File: src/rtl/regfile_pkg.sv
// Shared constants and types for the scoreboarded register file.
// Optional macro REGFILE_BYPASS_EN (see regfile_scoreboarded.sv).
package regfile_pkg;

    localparam int WIDTH_DEF = 8;
    localparam int DEPTH_DEF = 4;
    localparam int ADDR_W_DEF = $clog2(DEPTH_DEF);

    // r0=5, r1=1, r2..r3=0
    localparam logic [DEPTH_DEF*WIDTH_DEF-1:0] RESET_VALS_DEF = {16'h0000, 8'd1, 8'd5};

    typedef logic [ADDR_W_DEF-1:0] regAddr_t;

endpackage

File: src/rtl/regfile_scoreboard.sv
// Busy scoreboard: one registered busy bit per register, reserve arbitration
// against same-cycle writeback, and raw busy lookups for both read ports.
module regfile_scoreboard
    import regfile_pkg::*;
#(
    parameter int DEPTH = DEPTH_DEF
) (
    input  logic                     clock,
    input  logic                     reset,
    input  logic                     wrEn,
    input  logic [$clog2(DEPTH)-1:0] wrAddr,
    input  logic                     rsvEn,
    input  logic [$clog2(DEPTH)-1:0] rsvAddr,
    input  logic [$clog2(DEPTH)-1:0] rdAddr1,
    input  logic [$clog2(DEPTH)-1:0] rdAddr2,
    output logic                     rsvOk,
    output logic [DEPTH-1:0]         busyVec,
    output logic                     busyRaw1,
    output logic                     busyRaw2
);

    logic [DEPTH-1:0] busyNext;

    always_comb begin
        rsvOk = rsvEn & (~busyVec[rsvAddr] | (wrEn & (wrAddr == rsvAddr)));
    end

    // Reservation is applied after the writeback clear so a new producer wins.
    always_comb begin
        busyNext = busyVec;
        if (wrEn) begin
            busyNext[wrAddr] = 1'b0;
        end
        if (rsvOk) begin
            busyNext[rsvAddr] = 1'b1;
        end
    end

    always_ff @(posedge clock or posedge reset) begin
        if (reset) begin
            busyVec <= '0;
        end else begin
            busyVec <= busyNext;
        end
    end

    always_comb begin
        busyRaw1 = busyVec[rdAddr1];
        busyRaw2 = busyVec[rdAddr2];
    end

endmodule

File: src/rtl/regfile_scoreboarded.sv
// DEPTH x WIDTH register file, two async read ports, one write port, busy scoreboard.
// Define REGFILE_BYPASS_EN to forward same-cycle writeback data to the read ports.
module regfile_scoreboarded
    import regfile_pkg::*;
#(
    parameter int WIDTH = WIDTH_DEF,
    parameter int DEPTH = DEPTH_DEF,
    parameter logic [DEPTH*WIDTH-1:0] RESET_VALS =
        ((DEPTH*WIDTH)'(1) << WIDTH) | (DEPTH*WIDTH)'(5)
) (
    input  logic                     clock,
    input  logic                     reset,
    input  logic [$clog2(DEPTH)-1:0] rd_addr1,
    input  logic [$clog2(DEPTH)-1:0] rd_addr2,
    output logic [WIDTH-1:0]         rd_data1,
    output logic [WIDTH-1:0]         rd_data2,
    output logic                     rd_busy1,
    output logic                     rd_busy2,
    input  logic                     wr_en,
    input  logic [$clog2(DEPTH)-1:0] wr_addr,
    input  logic [WIDTH-1:0]         wr_data,
    input  logic                     rsv_en,
    input  logic [$clog2(DEPTH)-1:0] rsv_addr,
    output logic                     rsv_ok,
    output logic [DEPTH-1:0]         busy_vec
);

    localparam int ADDR_W = $clog2(DEPTH);

    generate
        if (DEPTH < 2 || (DEPTH & (DEPTH - 1)) != 0) begin : gBadDepth
            $error("regfile_scoreboarded: DEPTH must be a power of two and >= 2");
        end
    endgenerate

    logic [WIDTH-1:0] regs [DEPTH];
    logic             busyRaw1;
    logic             busyRaw2;

    regfile_scoreboard #(
        .DEPTH (DEPTH)
    ) uScoreboard (
        .clock    (clock),
        .reset    (reset),
        .wrEn     (wr_en),
        .wrAddr   (wr_addr),
        .rsvEn    (rsv_en),
        .rsvAddr  (rsv_addr),
        .rdAddr1  (rd_addr1),
        .rdAddr2  (rd_addr2),
        .rsvOk    (rsv_ok),
        .busyVec  (busy_vec),
        .busyRaw1 (busyRaw1),
        .busyRaw2 (busyRaw2)
    );

    always_ff @(posedge clock or posedge reset) begin
        if (reset) begin
            for (int unsigned i = 0; i < DEPTH; i++) begin
                regs[ADDR_W'(i)] <= RESET_VALS[i*WIDTH +: WIDTH];
            end
        end else if (wr_en) begin
            regs[wr_addr] <= wr_data;
        end
    end

`ifdef REGFILE_BYPASS_EN
    logic hit1;
    logic hit2;

    // Forwarded reads report busy only when an accepted reserve re-claims the same register.
    always_comb begin
        hit1     = ~reset & wr_en & (wr_addr == rd_addr1);
        hit2     = ~reset & wr_en & (wr_addr == rd_addr2);
        rd_data1 = hit1 ? wr_data : regs[rd_addr1];
        rd_data2 = hit2 ? wr_data : regs[rd_addr2];
        rd_busy1 = hit1 ? (rsv_ok & (rsv_addr == rd_addr1)) : busyRaw1;
        rd_busy2 = hit2 ? (rsv_ok & (rsv_addr == rd_addr2)) : busyRaw2;
    end
`else
    always_comb begin
        rd_data1 = regs[rd_addr1];
        rd_data2 = regs[rd_addr2];
        rd_busy1 = busyRaw1;
        rd_busy2 = busyRaw2;
    end
`endif

endmodule

File: config.mk
export PLATFORM = sky130hd
export DESIGN_NAME = regfile_scoreboarded
export DESIGN_NICKNAME = d
export VERILOG_FILES = /design/src/rtl/regfile_pkg.sv /design/src/rtl/regfile_scoreboard.sv /design/src/rtl/regfile_scoreboarded.sv
export SDC_FILE = /design/constraint.sdc
export NUM_CORES = 1
export LEC_CHECK = 0
export CORE_ASPECT_RATIO = 0.6
export CORE_MARGIN = 2
export CORE_UTILIZATION = 50
export CTS_CLUSTER_DIAMETER = 100
export CTS_CLUSTER_SIZE = 14
export DETAILED_ROUTE_END_ITERATION = 8
export HOLD_SLACK_MARGIN = 0.02
export MAX_ROUTING_LAYER = met4
export PLACE_DENSITY = 0.89
export SYNTH_ARGS = -nofsm -noshare
export SYNTH_HDL_FRONTEND = slang
export SYNTH_SLANG_ARGS = --single-unit
File: constraint.sdc
create_clock -name clock -period 1.5 [get_ports clock]
set_input_delay 0.375 -clock clock [delete_from_list [all_inputs] [get_ports clock]]
set_output_delay 0.375 -clock clock [all_outputs]
set_load 0.02 [all_outputs]
==> flow_metrics.env <==
export IMPL_path_buf_inv=2
export IMPL_drtIter0Drc=51
export IMPL_worstRegToRegCells=4
export IMPL_synth_distinct_cells=21
export IMPL_wl_met2_um=2530
export IMPL_preCtsSetupSlack_ns=-1.05
export IMPL_maxCapViolCount=0
export IMPL_path_clk_slew_ns=0.08
export IMPL_fmax_mhz=539
export IMPL_syn_inst=120
export IMPL_clock_latency_ns=0.28
export IMPL_hp_class="input pin to asynchronous set/reset pin"
export IMPL_maxSlewHeadroom_pct=79.1
export IMPL_gp_congestion=0.945
export IMPL_met3_wirelength_um=288
export IMPL_die_x_um=83.9
export IMPL_timing_final_crit_share_pct=124
export IMPL_dpl_hpwl_um=3590
export IMPL_dieArea_sq_um=4360
export IMPL_cts_buffers=5
export IMPL_seqCellArea_sq_um=910
export IMPL_synth_top_area_share_pct=43.1
export IMPL_synth_edf_count=0
export IMPL_drtAntennaViolNets=0
export IMPL_ys_seq_elements=36
export IMPL_synth_flop_cell="dfrtp_1"
export IMPL_cp_max_fo=5
export IMPL_synth_adder_area_share_pct=0
export IMPL_critPathLaunch="uScoreboard.busyVec[3]"
export IMPL_critPathTopFamily="multiplexers"
export IMPL_final_max_slew_viol_count=0
export IMPL_grt_start_max_net_pins=37
export IMPL_final_common_cell="mux2_2"
export IMPL_p_leak_nw=1.25
export IMPL_synth_xor_xnor_area_share_pct=0.914
export IMPL_setup_violations_final=19
export IMPL_dp_cells=231
export IMPL_finalClockSkew_ns=0
export IMPL_firstDrtPassIters=4
export IMPL_wl_per_cell_um=20.9
export IMPL_r2r_start="uScoreboard.busyVec[1]"
export IMPL_synthSimpleGateAreaFrac_pct=5.16
export IMPL_critPathRequiredTime_ns=1.12
export IMPL_vias=1434
export IMPL_end_kind="output pin"
export IMPL_cts_max_path_buffers=2
export IMPL_cp_start_kind="flop"
export IMPL_finalCriticalPeriod_ns=1.86
export IMPL_crit_slowest_cell="mux4_2"
export IMPL_tightest_slew_ns=0.312
export IMPL_die_y_um=52.0
export IMPL_finalNonFillerCells=243
export IMPL_synth_area_sq_um=1920
export IMPL_avgViaCountPerCell=5.90
export IMPL_antenna_found_initial=1
export IMPL_core_area_sq_um=3680
export IMPL_hold_viol_final=0
export IMPL_multi_input_area_sq_um=995
export IMPL_grt_pass1_wl_um=8250
export IMPL_yosysWarnings=0
export IMPL_status="finished, violations left"
export IMPL_violations="setup timing"
export IMPL_power_w=0.00379
export IMPL_layout_common_cells="33 x mux2_2, 29 x dfrtp_1, 24 x buf_4"
export IMPL_fin_nets=214
export IMPL_top_layer="met4"
export IMPL_cts_tree="built"
export IMPL_worstSetupPathDepth=3
export IMPL_areaGrowthSynthToFinish_pct=48.7
export IMPL_peakVddDrop_v=0.00115
export IMPL_power_density_nw_per_um2=1330
export IMPL_async_flop_share_pct=100
export IMPL_syn_nets=140
export IMPL_ys_seq_area_share_pct=47.2
export IMPL_synth_compound_area_share_pct=2.35
export IMPL_yosysTopAreaCell="dfrtp_1"
export IMPL_stdcell_area_sq_um=2850
export IMPL_max_stage_delay_ns=0.48
export IMPL_n_fill_cell=224
export IMPL_synth_top_family_by_area="multiplexers"
export IMPL_place_area_sq_um=2650
export IMPL_htreeDepth=2
export IMPL_avgSynthCellArea_sq_um=16.0
export IMPL_clockRootBuffer="clkbuf_8"
export IMPL_io_pins=43
export IMPL_drive_gt1_share_pct=69.7
export IMPL_drc=0
export IMPL_track_usage_pct=26.8
export IMPL_crit_chain="buf_4, mux4_2, buf_6"
export IMPL_wl_um=5090
export IMPL_grt_overflow=0
export IMPL_muxShareOfSynthArea_pct=41.7
export IMPL_cts_num_sinks=36
export IMPL_holdWs_ns=0.445
export IMPL_grt_setup_unrepaired="true"
export IMPL_row_count=17
export IMPL_initial_utilization_pct=52.1
export IMPL_port_buffers=42
export IMPL_synth_area_top_cells="dfrtp_1 43%, mux4_2 22%, mux2_2 19%"
export IMPL_first_global_vias=1609
export IMPL_path_class="flop to output pin"
export IMPL_setup_slack_ns=-0.357
export IMPL_met1_length_um=2120
export IMPL_worst_ep_arrival_time_ns=1.48
export IMPL_r2r_setup_slack_ns=0.46
[cell usage after synthesis (2+ instances only)]
library cell   n
inv_1          3
a31oi_1        2
buf_2          5
nand3_1        2
buf_4          2
mux4_2        19
nand2_1        4
mux2_2        33
dfrtp_1       33
nand3b_2       2
o21ai_0        2
xnor2_1        2
dfstp_2        3
[worst paths after layout]
kind                                          end
setup / recovery                         rd_busy2
hold / removal                            regs[9]
setup reg to reg           uScoreboard.busyVec[1]
hold reg to reg                           regs[6]
max in group asynchronous                regs[26]
min in group clock                        regs[6]
[state kept, by name (all words and copies together), names as in the netlist]
signal,cells
regs,32
uScoreboard.busyVec,4
[layout make-up]
type                    count  share of cell area, %
flip-flops and latches     36                   31.9
clock inverters             3                   3.16
repair buffers             74                   25.1
multi-input cells          74                   34.9
diodes                      1                 0.0878
well taps                  47                   2.06
inverters                   3                  0.395
clock buffers               5                   2.41
[power by group]
group          switching (W)  internal [W]  leakage, nW
combinational       0.000552      0.000731        0.750
sequential          0.000141       0.00118        0.418
clock               0.000360      0.000832       0.0784
[cell families after synthesis]
group,count (synthesis)
AO/OA/AOI/OAI,7
flip-flops,36
XOR/XNOR,2
multiplexers,52
buffers and inverters,10
AND/OR/NAND/NOR,13
[per-layer routing]
layer,global-route usage [%],up-vias
met2,43.3,61
met3,6.35,17
met1,33.0,737
met5,-,-
met4,12.6,0
li1,-,619
[worst reg2reg max path, delay by kind of cell (launching register included)]
| kind | cells | cell delay [ns] |
|---|---|---|
| buffers and inverters | 2 | 0.23 |
| DFF | 1 | 0.40 |
| AOI/OAI and AO/OA | 2 | 0.30 |
[repair_timing]
action / in CTS / in global routing
hold buffers: 0 / 0
setup endpoints to repair: 47 / 24
buffers inserted: 3 / 0
gates cloned: 0 / 0
resized for setup: 150 / 7
pin swaps: 3 / 0
[per-stage QoR]
stage	util [%]	setup TNS, ns
2_1_floorplan	-	-0.0501
3_3_place_gp	72.1	-27.64
3_5_place_dp	72.1	-29.71
4_1_cts	77.8	-4.39
5_1_grt	77.5	-4.96
6_report	77.5	-4.29
No activity file was read; power rests on OpenSTA's default activity.
